==> src/rtl/congestion_detector.sv <==
// Traffic congestion detector: synchronised, debounced loop-detector pulses are
// counted per fixed window and fed to a hysteretic FSM with a minimum hold time.
module congestion_detector #(
  parameter int WINDOW     = 10,
  parameter int ON_THRESH  = 8,
  parameter int OFF_THRESH = 3,
  parameter int HOLD_MIN   = 4,
  parameter int DEBOUNCE   = 2
) (
  input  logic       clock,
  input  logic       reset_n,
  input  logic       car_sensor,
  input  logic       enable,
  output logic       congestion,
  output logic [7:0] car_count,
  output logic       window_done,
  output logic [1:0] state_dbg
);

  localparam int WW = $clog2(WINDOW);
  localparam int HW = $clog2(HOLD_MIN + 1);
  localparam int DW = $clog2(DEBOUNCE + 1);

  typedef enum logic [1:0] {
    DISABLED  = 2'd0,
    CLEAR     = 2'd1,
    CONGESTED = 2'd2
  } state_e;

  state_e          state_q, state_d;
  logic            sync1_q, sync1_d;
  logic            sync2_q, sync2_d;
  logic [DW-1:0]   deb_cnt_q, deb_cnt_d;
  logic            deb_level_q, deb_level_d;
  logic            deb_prev_q, deb_prev_d;
  logic [WW-1:0]   win_q, win_d;
  logic [7:0]      acc_q, acc_d;
  logic [HW-1:0]   hold_q, hold_d;
  logic            congestion_q, congestion_d;
  logic [7:0]      car_count_q, car_count_d;
  logic            window_done_q, window_done_d;

  logic            car_event;
  logic [8:0]      acc_sum;
  logic [7:0]      acc_sat;
  logic            win_close;
  logic            count_on;
  logic            count_off;
  logic            hold_done;

  // Front end runs regardless of enable so a re-enable sees a settled level.
  always_comb begin
    sync1_d = car_sensor;
    sync2_d = sync1_q;
    if (!sync2_q) begin
      deb_cnt_d = '0;
    end else if (deb_cnt_q != DW'(DEBOUNCE)) begin
      deb_cnt_d = deb_cnt_q + DW'(1);
    end else begin
      deb_cnt_d = deb_cnt_q;
    end
    deb_level_d = (deb_cnt_d == DW'(DEBOUNCE));
    deb_prev_d  = deb_level_q;
  end

  assign car_event = deb_level_q & ~deb_prev_q;
  assign acc_sum   = {1'b0, acc_q} + {8'd0, car_event};
  assign acc_sat   = acc_sum[8] ? 8'hFF : acc_sum[7:0];
  assign win_close = (win_q == WW'(WINDOW - 1));
  assign count_on  = (acc_sat >= 8'(ON_THRESH));
  assign count_off = (acc_sat <= 8'(OFF_THRESH));
  assign hold_done = (hold_q >= HW'(HOLD_MIN));

  always_comb begin
    state_d       = state_q;
    win_d         = win_q;
    acc_d         = acc_q;
    hold_d        = hold_q;
    congestion_d  = congestion_q;
    car_count_d   = car_count_q;
    window_done_d = 1'b0;
    if (!enable) begin
      state_d      = DISABLED;
      win_d        = '0;
      acc_d        = '0;
      hold_d       = '0;
      congestion_d = 1'b0;
    end else begin
      case (state_q)
        DISABLED: begin
          state_d = CLEAR;
          win_d   = '0;
          acc_d   = '0;
          hold_d  = '0;
        end
        CLEAR, CONGESTED: begin
          win_d = win_close ? '0 : win_q + WW'(1);
          if (win_close) begin
            car_count_d   = acc_sat;
            acc_d         = '0;
            window_done_d = 1'b1;
            if (state_q == CLEAR) begin
              if (count_on) begin
                state_d      = CONGESTED;
                congestion_d = 1'b1;
                hold_d       = '0;
              end
            end else if (hold_done && count_off) begin
              state_d      = CLEAR;
              congestion_d = 1'b0;
              hold_d       = '0;
            end else if (!hold_done) begin
              hold_d = hold_q + HW'(1);
            end
          end else begin
            acc_d = acc_sat;
          end
        end
        default: state_d = DISABLED;
      endcase
    end
  end

  always_ff @(posedge clock or negedge reset_n) begin
    if (!reset_n) begin
      state_q       <= DISABLED;
      sync1_q       <= 1'b0;
      sync2_q       <= 1'b0;
      deb_cnt_q     <= '0;
      deb_level_q   <= 1'b0;
      deb_prev_q    <= 1'b0;
      win_q         <= '0;
      acc_q         <= '0;
      hold_q        <= '0;
      congestion_q  <= 1'b0;
      car_count_q   <= '0;
      window_done_q <= 1'b0;
    end else begin
      state_q       <= state_d;
      sync1_q       <= sync1_d;
      sync2_q       <= sync2_d;
      deb_cnt_q     <= deb_cnt_d;
      deb_level_q   <= deb_level_d;
      deb_prev_q    <= deb_prev_d;
      win_q         <= win_d;
      acc_q         <= acc_d;
      hold_q        <= hold_d;
      congestion_q  <= congestion_d;
      car_count_q   <= car_count_d;
      window_done_q <= window_done_d;
    end
  end

  assign congestion  = congestion_q;
  assign car_count   = car_count_q;
  assign window_done = window_done_q;
  assign state_dbg   = state_q;

endmodule

==> config.mk <==
export PLATFORM = sky130hd
export DESIGN_NAME = congestion_detector
export DESIGN_NICKNAME = d
export VERILOG_FILES = /design/src/rtl/congestion_detector.sv
export SDC_FILE = /design/constraint.sdc
export NUM_CORES = 1
export LEC_CHECK = 0
export CORE_MARGIN = 2
export CORE_UTILIZATION = 50
export DETAILED_ROUTE_END_ITERATION = 10
export GPL_ROUTABILITY_DRIVEN = 0
export GPL_TIMING_DRIVEN = 0
export PLACE_DENSITY = 0.7
export REMOVE_ABC_BUFFERS = 1
export SYNTH_ARGS = -nofsm -noshare
export SYNTH_HDL_FRONTEND = slang
export SYNTH_SLANG_ARGS = --single-unit
==> constraint.sdc <==
create_clock -name clock -period 2.25 [get_ports clock]
set_input_delay 0.45 -clock clock [delete_from_list [all_inputs] [get_ports clock]]
set_output_delay 0.45 -clock clock [all_outputs]
set_load 0.01 [all_outputs]
# == Word-level counts from Yosys, hierarchy flattened ==
# Cells that the tools add are included.
# word_totals
register_bits,33
latch_bits,0
ram_bits,0
romBits,0
out_inout_bits,12
elab_cells,73
mem_count,0
# classes
addsub,4
multipliers,0
div_mod_pow,0
magnitude_cmp,3
n_eq_ne,14
n_shift,0
muxes,31
bitwise_logic,2
reduce_logical,7
# ops
operator,count
8-bit two-way mux,3
3-bit two-way mux,6
8-bit case mux with 2 select lines,1
2-bit two-way mux,7
8-bit by 1-bit adder with 9-bit output,1
1-bit two-way mux,9
"8-bit by 4-bit greater-or-equal comparator with 1-bit output, second input constant",1
"8-bit by 2-bit less-or-equal comparator with 1-bit output, second input constant",1
4-bit two-way mux,2
"4-bit inequality test, second input constant",2
4-bit case mux with 2 select lines,1
4-bit AND reduction,2
"3-bit by 1-bit inequality test with 1-bit output, second input constant",2
"3-bit inequality test, second input constant",2
3-bit case mux with 2 select lines,1
3-bit AND reduction,2
"5-bit inequality test, second input constant",1
"4-bit by 1-bit adder with 4-bit output, second input constant",1
"2-bit == test, second input constant",2
"4-bit == test, second input constant",1
"2-bit by 1-bit inequality test with 1-bit output, second input constant",2
2-bit case mux with 2 select lines,1
"3-bit by 1-bit adder with 3-bit output, second input constant",1
"3-bit greater-or-equal comparator, second input constant",1
other kinds (8),8

# == Longest topological paths before layout ==
# Gate-level depths: netlist of the first run.
# depth
word_depth,11
ltp_mapped,8
depth_no_buf,8

# == Worst setup path after synthesis of the first run ==
# Ideal clock, no wire load.
# synth_path
path_kind,register to register
startpoint,register state_q[0] (netlist: state_dbg[0])
endpoint,register hold_q[0]
setup_ns,0.125
arrival_ns,1.972
required_time_ns,2.125
slack_ns,0.153
path_stages_with_launch,9
path_buffers,2
synth_period_minus_slack_ns,2.097
cell_sequence,dfrtp_1 inv_1 ha_1 clkbuf_1 and3_1 buf_6 a211o_1 a41o_1 mux2_4
# synth_between
elab_chain_cells,5
word_cells_on_any_way,13
classes_between,6 x eq/ne; 4 x mux; 3 x reduce/logical
# synth_lines
item,line_no,source
"start, declared",30,"state_e state_q, state_d;"
"start signal, assigned",139,state_q <= state_d;
2-bit by 1-bit == test with 1-bit output,"89, 102",
3-bit two-way mux,102,if (state_q == CLEAR) begin
3-bit two-way mux,98,if (win_close) begin
3-bit case mux with 2 select lines,89,case (state_q)
3-bit two-way mux,82,if (!enable) begin
"end signal, assigned",147,hold_q <= hold_d;
"end, declared",38,"logic [HW-1:0] hold_q, hold_d;"
# Parallel ways exist; a longest one is shown, timed or not. The select of a mux whose other input is x is not followed.
# A chain may end at the register's enable or synchronous reset.

# == Worst setup path after layout of the first run ==
# layout_path
startpoint,register deb_level_q
endpoint,register hold_q[0]
# layout_between
elab_chain_cells,10
word_cells_on_any_way,14
classes_between,1 x add/sub; 2 x order compare; 2 x eq/ne; 6 x mux; 1 x bitwise; 2 x reduce/logical
# layout_lines
item,line_no,source
"start, declared",34,"logic deb_level_q, deb_level_d;"
"start signal, assigned",143,deb_level_q <= deb_level_d;
1-bit AND (*),66,assign car_event = deb_level_q & ~deb_prev_q;
8-bit by 1-bit adder with 9-bit output (*),67,"assign acc_sum = {1'b0, acc_q} + {8'd0, car_event};"
8-bit two-way mux (*),68,assign acc_sat = acc_sum[8] ? 8'hFF : acc_sum[7:0];
8-bit by 2-bit less-or-equal comparator with 1-bit output,71,assign count_off = (acc_sat <= 8'(OFF_THRESH));
1-bit logical AND,108,end else if (hold_done && count_off) begin
3-bit two-way mux,108,
3-bit two-way mux,102,
3-bit two-way mux,98,
3-bit case mux with 2 select lines,89,
3-bit two-way mux,82,
# Every way passes the cells marked *; elsewhere a longest branch is shown, timed or not. The select of a mux whose other input is x is not followed.

==> results.yml, run 1 <==
run_status:
  status: "complete, no violations"
global_route:
  grt_usage: 0.1815
  grt_max_degree: 34
  grt_pass1_vias: 1298
  grt_antenna_before_repair: 0
  grt_pass1_wl_mm: 5.547
  gr-total-overflow: 0
yosys:
  yosys.area_share.xor_xnor: 0.01518
  yosysMostFrequentCell: "dfrtp_1"
  synth_edf_count: 0
  ys_ff_latch: 33
  synthCells: 172
  synth_compound_area_frac: 0.1620
  yosysWarnings: 0
  synthAdderAreaFrac: 0.08677
  synth_top_cell_by_area: "dfrtp_1"
  synth_area_sq_um: 1730
  synth_top_family_by_area: "simple AND/OR/NAND/NOR gates"
  synth_ff_type: "dfrtp_1"
  synth.area.mux_share: 0.03977
  synthSimpleGateAreaFrac: 0.1627
  synthTopCellsByCount: "33 x dfrtp_1, 20 x o21ai_0, 15 x nand2_1"
  netlist_top_cells_area: "dfrtp_1 48%, ha_1 8.7%, o21ai_0 5.8%"
  yosysTopAreaCellShare: 0.4772
  async_flop_share: 1.000
  ys_seq_area_frac: 0.4772
  synthDistinctLibCells: 38
  avgSynthCellArea_sq_um: 10.06
critical_path:
  reg2reg_from: "deb_level_q"
  r2r-end: "hold_q[0]"
  cp.required_ns: 2.49
  crit_start: "deb_level_q"
  rrSetupSlack_ns: 0.10
  start_kind: "register"
  worst-r2r-cell-count: 7
  arrival_ns: 2.38
  endpoint_kind: "register"
  endpoint: "hold_q[0]"
  cp_max_fo: 5
  crit_type: "register to register"
clock_network:
  clk_latency_ns: 0.34
  cts_sinks: 33
  cts_max_path_buffers: 2
  clkTransAtPathRegs_ns: 0.11
  h-tree-depth: 2
  cts_tree: "done"
  root_buffer: "clkbuf_4"
  cts_buffers: 5
floorplanning:
  pin_count: 16
  initial_utilization: 0.5186
  fp.dieH_um: 62.83
  core-area_sq_um: 3337
  fp.dieArea_sq_um: 3948
  fp.dieW_um: 62.83
  rows: 21
power_and_ir_drop:
  p_per_area_nw_per_um2: 775.7
  p_sw_mw: 0.5193
  ir_worst_vdd_mv: 0.4866
  switching_share: 0.3301
  p_clk_frac: 0.289
  p_leak_nw: 0.9067
  pwr-share-comb: 0.286
  p_total_mw: 1.573
  intPower_mw: 1.054
  p_seq_frac: 0.425
timing:
  post-route-period-util: 0.9537
  worst_pin_slew_ns: 0.7198
  drv_slew: 0
  hold_viol: 0
  clock_skew_ns: 0.004638
  rsz0062_at_grt: "no"
  setup_viol_count_final: 0
  post-route-min-period_ns: 2.146
  maxSlewHeadroom: 0.5201
  fmax_mhz: 466.0
cells_and_area:
  design_area_sq_um: 2028
  area_delta_synth_final_pct: 17.21
  antennaDiodeCount: 0
  fin_nets: 204
  layout-drive-gt1-share: 0.1323
  fillers: 301
drt:
  wire_per_inst_um: 13.40
  drtAntennaViolNets: 0
  vias: 1303
  viasPerCell: 5.545
  finalWirelength_mm: 3.150
  drc: 0
  first_iter_violations: 32
  first_pass_iters: 6
placed_design:
  io_buffers: 15
  hpwl_mm: 2.210
  placed_area_sq_um: 1889
flow_run:
  cap_violations: 0
min_path:
  hp-class: "input port to async pin"
## cell usage in the layout (no fill, tap or decap), types with 2 or more instances in the layout
master            n
clkbuf_4          5
a22o_1            2
mux2i_1           2
ha_1              9
and2_1            3
nor2_1           11
clkdlybuf4s50_1  14
and3_1            3
nand2_1          15
a31oi_1           2
nor2b_1           3
a2bb2oi_1         4
nand3_1           3
ha_2              2
xnor2_1           3
dfrtp_1          33
inv_1            13
nand4_1           3
a21oi_1          10
buf_4             2
o21ai_0          20
## power groups by stage
stage | Sequential, mW | Combinational (mW) | Clock [mW]
finish | 0.668 | 0.450 | 0.455
CTS | 0.669 | 0.436 | 0.465
global placement | 0.677 | 0.399 | 0
floorplan | 0.679 | 0.294 | 0
detailed placement | 0.681 | 0.421 | 0
global route | 0.677 | 0.495 | 0.499
## state kept, by name, summed over array words and instances (netlist names)
signal	count
acc_q	8
car_count	8
win_q	4
hold_q	3
deb_cnt_q	2
state_dbg	2
congestion	1
deb_level_q	1
deb_prev_q	1
sync1_q	1
sync2_q	1
window_done	1
## critical path, cell delays in order (launching register included)
cell	delay (ns)
dfrtp_1	0.35
nor2b_1	0.15
ha_2	0.22
and3_4	0.24
mux2i_4	0.28
nand4_1	0.21
a41o_1	0.31
mux2_4	0.27
## timing repair
item / CTS / global route
endpoints found under the setup margin: 1 / 5
hold buffers: 0 / 0
pin swaps: 2 / 4
setup buffers: 0 / 2
resized for setup: 1 / 9
## logic make-up (layout without fill, tap and decap cells)
kind of cell,count (synthesis),in the layout
simple gates,53,53
fa+ha+maj,12,12
flops,33,33
buf+inv,21,38
mux,5,5
xor+xnor,3,3
compound gates,45,45
## worst min path at each step
stage | from | endpoint | slack [ns] | depth (start not counted)
after detailed placement | sync1_q | sync2_q | 0.34 | 0
after CTS | reset_n | car_count[1] | 0.17 | 1
final | reset_n | car_count[7] | 0.14 | 1
after global routing | reset_n | car_count[1] | 0.19 | 1
after global placement | sync1_q | sync2_q | 0.34 | 0
after floorplan | reset_n | acc_q[0] | 0.15 | 0
## metrics by stage
stage | cells | hold slack, ns | setup WS (ns) | util | setup TNS [ns]
after floorplan | 164 | 0.1544 | 0.03007 | - | 0
after global placement | 225 | 0.3433 | -0.6423 | 0.5662 | -7.142
after detailed placement | 225 | 0.3355 | -0.1401 | 0.5662 | -0.4227
after CTS | 233 | 0.1682 | 0.03071 | 0.5932 | 0
after global routing | 235 | 0.1897 | 0.0006166 | 0.6078 | 0
final | 235 | 0.1440 | 0.1041 | 0.6078 | 0
## per-layer routing
| metal | GRT usage | vias to the layer above | part of all wire |
|---|---|---|---|
| li1 | - | 639 | - |
| met1 | 0.2098 | 631 | 0.43 |
| met2 | 0.2997 | 26 | 0.50 |
| met3 | 0.06306 | 7 | 0.045 |
| met4 | 0.08889 | 0 | 0.022 |
| met5 | 0 | - | 0 |
## cell type report
type                    count  area [sq um]  area share
well taps                  46         57.56     0.02838
clock buffers               5         37.54     0.01851
multi-input cells         118         852.1      0.4201
inverters                  13         48.80     0.02406
flip-flops and latches     33         825.8      0.4072
repair buffers             17         160.2     0.07896
clock inverters             3         46.29     0.02283
Power figures use the tool's default switching activity.
==> inputs of run 2 (changes only) <==
Settings changed: CAP_MARGIN set to 20, CELL_PAD_IN_SITES_DETAIL_PLACEMENT set to 1, CELL_PAD_IN_SITES_GLOBAL_PLACEMENT set to 2, CORE_UTILIZATION 50 to 36, PLACE_DENSITY 0.7 to 0.77.
Clock period 2.25 ns to 2 ns, I/O delays scaled along.
==> run 2 against run 1 <==
Effect of this change:
- the flow now finishes with violations (negative setup slack)
- cell area grew 7.8%
- die area grew 36%
- critical path type unchanged
- cell count grew 6.4%
- combinational power grew 41%
- core utilization shrank 14 points
- clock skew grew 0.0035 ns
- clock power grew 47%
- critical path depth grew 1
- first-iteration DRC count grew 16%
- largest power group unchanged
- sequential cell count is the same
==> results.yml, run 2 (same netlist as run 1, synthesis figures left out) <==
global_route:
  gr-total-overflow: 0
  grt_antenna_before_repair: 0
  met2_usage: 0.2933
  grt_pass1_vias: 1470
  grt_max_degree: 34
  grt_usage: 0.1772
  grt.busiest_layer: "met2"
  grtUsageMet3: 0.03567
  grt_use_met1: 0.2236
  grt_pass1_wl_mm: 7.258
drt:
  drtAntennaViolNets: 0
  first_iter_violations: 37
  finalWirelength_mm: 4.166
  drc: 0
  vias: 1356
  viasPerCell: 5.424
  wire_per_inst_um: 16.66
  first_pass_iters: 4
critical_path:
  r2r-end: "state_dbg[1]"
  cpMaxStageDelayCell: "dfrtp_1"
  path_cells: "nor2b_4 -> ha_4 -> and3_4 -> mux2i_4 -> nand4_1 -> buf_4 -> a31oi_4 -> mux2i_1"
  worst-r2r-cell-count: 8
  cp_max_fo: 4
  crit_type: "register to register"
  endpoint_kind: "register"
  start_kind: "register"
  crit_start: "deb_prev_q"
  cp.required_ns: 2.21
  endpoint: "state_dbg[1]"
  arrival_ns: 2.25
  rrSetupSlack_ns: -0.04
  critPathMaxStageDelay_ns: 0.40
  reg2reg_from: "deb_prev_q"
power_and_ir_drop:
  p_leak_nw: 0.9605
  p_per_area_nw_per_um2: 945.6
  switching_share: 0.3203
  p_seq_frac: 0.369
  p_sw_mw: 0.6621
  intPower_mw: 1.405
  ir_worst_vdd_mv: 0.5325
  p_clk_frac: 0.324
  pwr-share-comb: 0.308
  p_total_mw: 2.067
timing:
  post-route-min-period_ns: 2.043
  setup_viol_count_final: 2
  maxSlewHeadroom: 0.4967
  clock_skew_ns: 0.008119
  rsz0062_at_grt: "yes"
  drv_slew: 0
  setup_slack_ns: -0.04289
  hold_viol: 0
  finalSetupTns_ns: -0.07103
  worst_pin_slew_ns: 0.7550
  holdWs_ns: 0.1737
  post-route-period-util: 1.021
  fmax_mhz: 489.5
cells_and_area:
  final_common_cell: "dfrtp_1"
  final_util: 0.4659
  final_cell_mix: "32 x dfrtp_1, 17 x o21ai_0, 15 x nand2_1"
  fillers: 516
  fin_nets: 211
  multi_input_area_sq_um: 909.6
  area_delta_synth_final_pct: 26.32
  final-seq-area_sq_um: 827.0
  layout-drive-gt1-share: 0.1990
  antennaDiodeCount: 0
floorplanning:
  pin_count: 16
  rows: 25
  fp.dieArea_sq_um: 5377
  core-area_sq_um: 4692
  initial_utilization: 0.3688
  fp.dieH_um: 73.33
  fp.dieW_um: 73.33
flow_run:
  cap_violations: 0
clock_network:
  h-tree-depth: 2
  clkTransAtPathRegs_ns: 0.07
  cts_tree: "done"
  cts_max_path_buffers: 2
  root_buffer: "clkbuf_8"
  cts_sinks: 33
  clk_latency_ns: 0.29
  cts_hold_buf: 0
  cts_buffers: 5
min_path:
  hp-class: "input port to async pin"
placed_design:
  pre_cts_ws_ns: -0.4601
  hpwl_mm: 2.646
  io_buffers: 15
run_status:
  violations: "negative setup slack"
  status: "finished with violations"
-- run 2: cell count changes in the layout (fill, tap and decap cells not counted), moves of 2 or more --
cell / change
o21ai_1: +3
o21ai_0: -3
buf_4: +7
ha_4: +2
ha_2: -2
clkbuf_8: +6
clkbuf_4: -5
-- run 2: power by group through the flow --
stage	registers, mW	logic (mW)	clock network [mW]
floorplan	0.764	0.331	0
global placement	0.764	0.463	0
detailed placement	0.768	0.490	0
CTS	0.760	0.620	0.689
global route	0.772	0.699	0.722
finish	0.762	0.636	0.669
-- run 2: final cells by class --
class,instances,area share
Timing Repair Buffer,24,0.09731
Multi-Input combinational cell,118,0.4161
Clock inverter,2,0.01717
Clock buffer,6,0.03778
Inverter,13,0.02232
Tap cell,54,0.03091
Sequential cell,33,0.3784
-- run 2: how the worst min path moves through the flow --
stage                 start            to
CTS                 reset_n      acc_q[1]
global route        reset_n  car_count[6]
detailed placement  sync1_q       sync2_q
global placement    sync1_q       sync2_q
finish              reset_n      acc_q[1]
floorplan           reset_n      acc_q[0]
-- run 2: per-layer routing --
| metal | vias up | routed length, um |
|---|---|---|
| li1 | 644 | - |
| met1 | 675 | 1868 |
| met2 | 27 | 2089 |
| met3 | 10 | 116 |
| met4 | 0 | 91 |
| met5 | - | 0 |
-- run 2: repair_timing --
action                                  CTS  global route
endpoints found under the setup margin   23            15
pin swaps                                 5             3
gates resized for setup                  17             9
setup buffers                             8             1
cloned                                    0             0
-- run 2: per-stage QoR --
stage | cell area (sq um) | cells
after floorplan | 1682 | 164
after global placement | 1899 | 233
after detailed placement | 1899 | 233
after CTS | 2146 | 249
after global routing | 2186 | 250
final | 2186 | 250
-- run 2: critical path: cells and delay by family, from the launching register on --
| family | cells | cell delay (ns) |
|---|---|---|
| adder cells (fa/ha/maj) | 1 | 0.15 |
| multiplexers | 2 | 0.46 |
| buffers and inverters | 1 | 0.19 |
| flip-flops | 1 | 0.40 |
| AO/OA/AOI/OAI | 1 | 0.21 |
| AND/OR/NAND/NOR | 3 | 0.53 |
==> inputs of run 3 (changes only) <==
Settings changed: CORE_MARGIN 2 to 5.
==> run 3 against run 2 <==
Effect of this change:
- the flow still finishes with violations (negative setup slack)
- register-to-register slack lost 0.02 ns
- combinational power grew 1%
- clock skew is essentially flat
- wire length grew 1.7%
- highest routed layer unchanged
==> results.yml, run 3 (same netlist as run 1, synthesis figures left out) <==
clock_network:
  cts_max_path_buffers: 2
  clkTransAtPathRegs_ns: 0.08
  cts_sinks: 33
  cts_hold_buf: 0
  clk_latency_ns: 0.29
  cts_buffers: 5
  h-tree-depth: 2
  root_buffer: "clkbuf_8"
  cts_tree: "done"
global_route:
  gr-total-overflow: 0
  grt_pass1_wl_mm: 7.396
  grt.busiest_layer: "met2"
  grt_antenna_before_repair: 0
  grt_usage: 0.1532
  grt_use_met1: 0.1974
  grt_pass1_vias: 1457
  grt_max_degree: 34
  grtUsageMet3: 0.04082
  met2_usage: 0.2492
cells_and_area:
  design_area_sq_um: 2168
  layout-drive-gt1-share: 0.1795
  final_cells: 249
  fin_nets: 210
  area_delta_synth_final_pct: 25.31
  fillers: 530
  final_common_cell: "dfrtp_1"
  antennaDiodeCount: 0
  multi_input_area_sq_um: 900.9
  final-seq-area_sq_um: 825.8
  final_cell_mix: "33 x dfrtp_1, 19 x o21ai_0, 15 x nand2_1"
floorplanning:
  fp.dieH_um: 79.33
  core-area_sq_um: 4692
  initial_utilization: 0.3688
  fp.dieArea_sq_um: 6293
  rows: 25
  fp.dieW_um: 79.33
  pin_count: 16
drt:
  wire_per_inst_um: 17.01
  drtAntennaViolNets: 0
  drc: 0
  first_pass_iters: 4
  viasPerCell: 5.333
  vias: 1328
  first_iter_violations: 66
  finalWirelength_mm: 4.236
critical_path:
  cpMaxStageDelayCell: "dfrtp_1"
  reg2reg_from: "deb_level_q"
  start_kind: "register"
  cp.required_ns: 2.17
  worst-r2r-cell-count: 8
  path_common_cell: "ha_4"
  critPathMaxStageDelay_ns: 0.39
  path_cells: "nor2b_4 -> ha_4 -> ha_4 -> nand2b_4 -> mux2i_4 -> nand4_1 -> a41o_1 -> mux2_4"
  cp_max_fo: 4
  arrival_ns: 2.23
  endpoint_kind: "register"
  crit_type: "register to register"
  crit_start: "deb_level_q"
power_and_ir_drop:
  ir_worst_vdd_mv: 0.4261
  p_total_mw: 2.063
  p_per_area_nw_per_um2: 951.2
  p_leak_nw: 0.9517
flow_run:
  cap_violations: 0
timing:
  post-route-min-period_ns: 2.062
  maxSlewHeadroom: 0.4886
  clock_skew_ns: 0.007767
  setup_viol_count_final: 1
  rsz0062_at_grt: "yes"
  drv_slew: 0
  finalSetupTns_ns: -0.06234
  hold_viol: 0
  setup_slack_ns: -0.06234
  post-route-period-util: 1.031
  holdWs_ns: 0.1835
  worst_pin_slew_ns: 0.7671
  fmax_mhz: 484.9
placed_design:
  hpwl_mm: 2.726
  io_buffers: 15
  dp.cells: 233
  placed_area_sq_um: 1899
run_status:
  status: "finished with violations"
  violations: "negative setup slack"
min_path:
  hp-class: "input port to async pin"
[run 3: changes by cell type in the layout (fill, tap and decap cells not counted), sizes merged]
cell	before	now
buf	10	9
[run 3: final cells by class]
cell class | instances | share of cell area
clock buffers | 6 | 0.03808
clock inverters | 2 | 0.01731
inverters | 13 | 0.02250
multi-input cells | 118 | 0.4155
flip-flops and latches | 33 | 0.3808
well taps | 54 | 0.03116
repair buffers | 23 | 0.09463
[run 3: timing repair]
action	in CTS	in global routing
resized for setup	17	4
setup buffers	5	3
endpoints found under the setup margin	23	17
pin swaps	3	3
[run 3: power breakdown]
| part | internal, mW | total (mW) | switching, mW | leakage, nW |
|---|---|---|---|---|
| combinational | 0.294 | 0.644 | 0.350 | 0.442 |
| clock | 0.405 | 0.668 | 0.263 | 0.0574 |
| sequential | 0.709 | 0.751 | 0.0412 | 0.452 |
| total | 1.41 | 2.06 | 0.654 | 0.952 |
[run 3: worst paths after layout]
kind	endpoint	slack, ns
worst max-delay path	hold_q[0]	-0.06
worst min-delay path	car_count[1]	0.18
worst max register to register	hold_q[0]	-0.06
worst min register to register	sync2_q	0.36
max in group asynchronous	congestion	1.33
min in group clock	sync2_q	0.36
[run 3: critical path, delay by kind of cell (launching register included)]
kind            cells  cell delay (ns)
compound gates      1             0.27
fa+ha+maj           2             0.34
flops               1             0.39
mux                 2             0.43
simple gates        3             0.51
[run 3: stage by stage]
stage	utilization	worst slack, ns
floorplan	-	-0.2199
global placement	0.4048	-1.060
detailed placement	0.4048	-0.4219
CTS	0.4555	-0.03452
global route	0.4621	-0.1706
finish	0.4621	-0.06234
[run 3: routing by layer]
layer	routed length, um	vias to the layer above
met2	2123	19
met4	66	0
li1	-	642
met1	1929	660
met3	117	7
met5	0	-
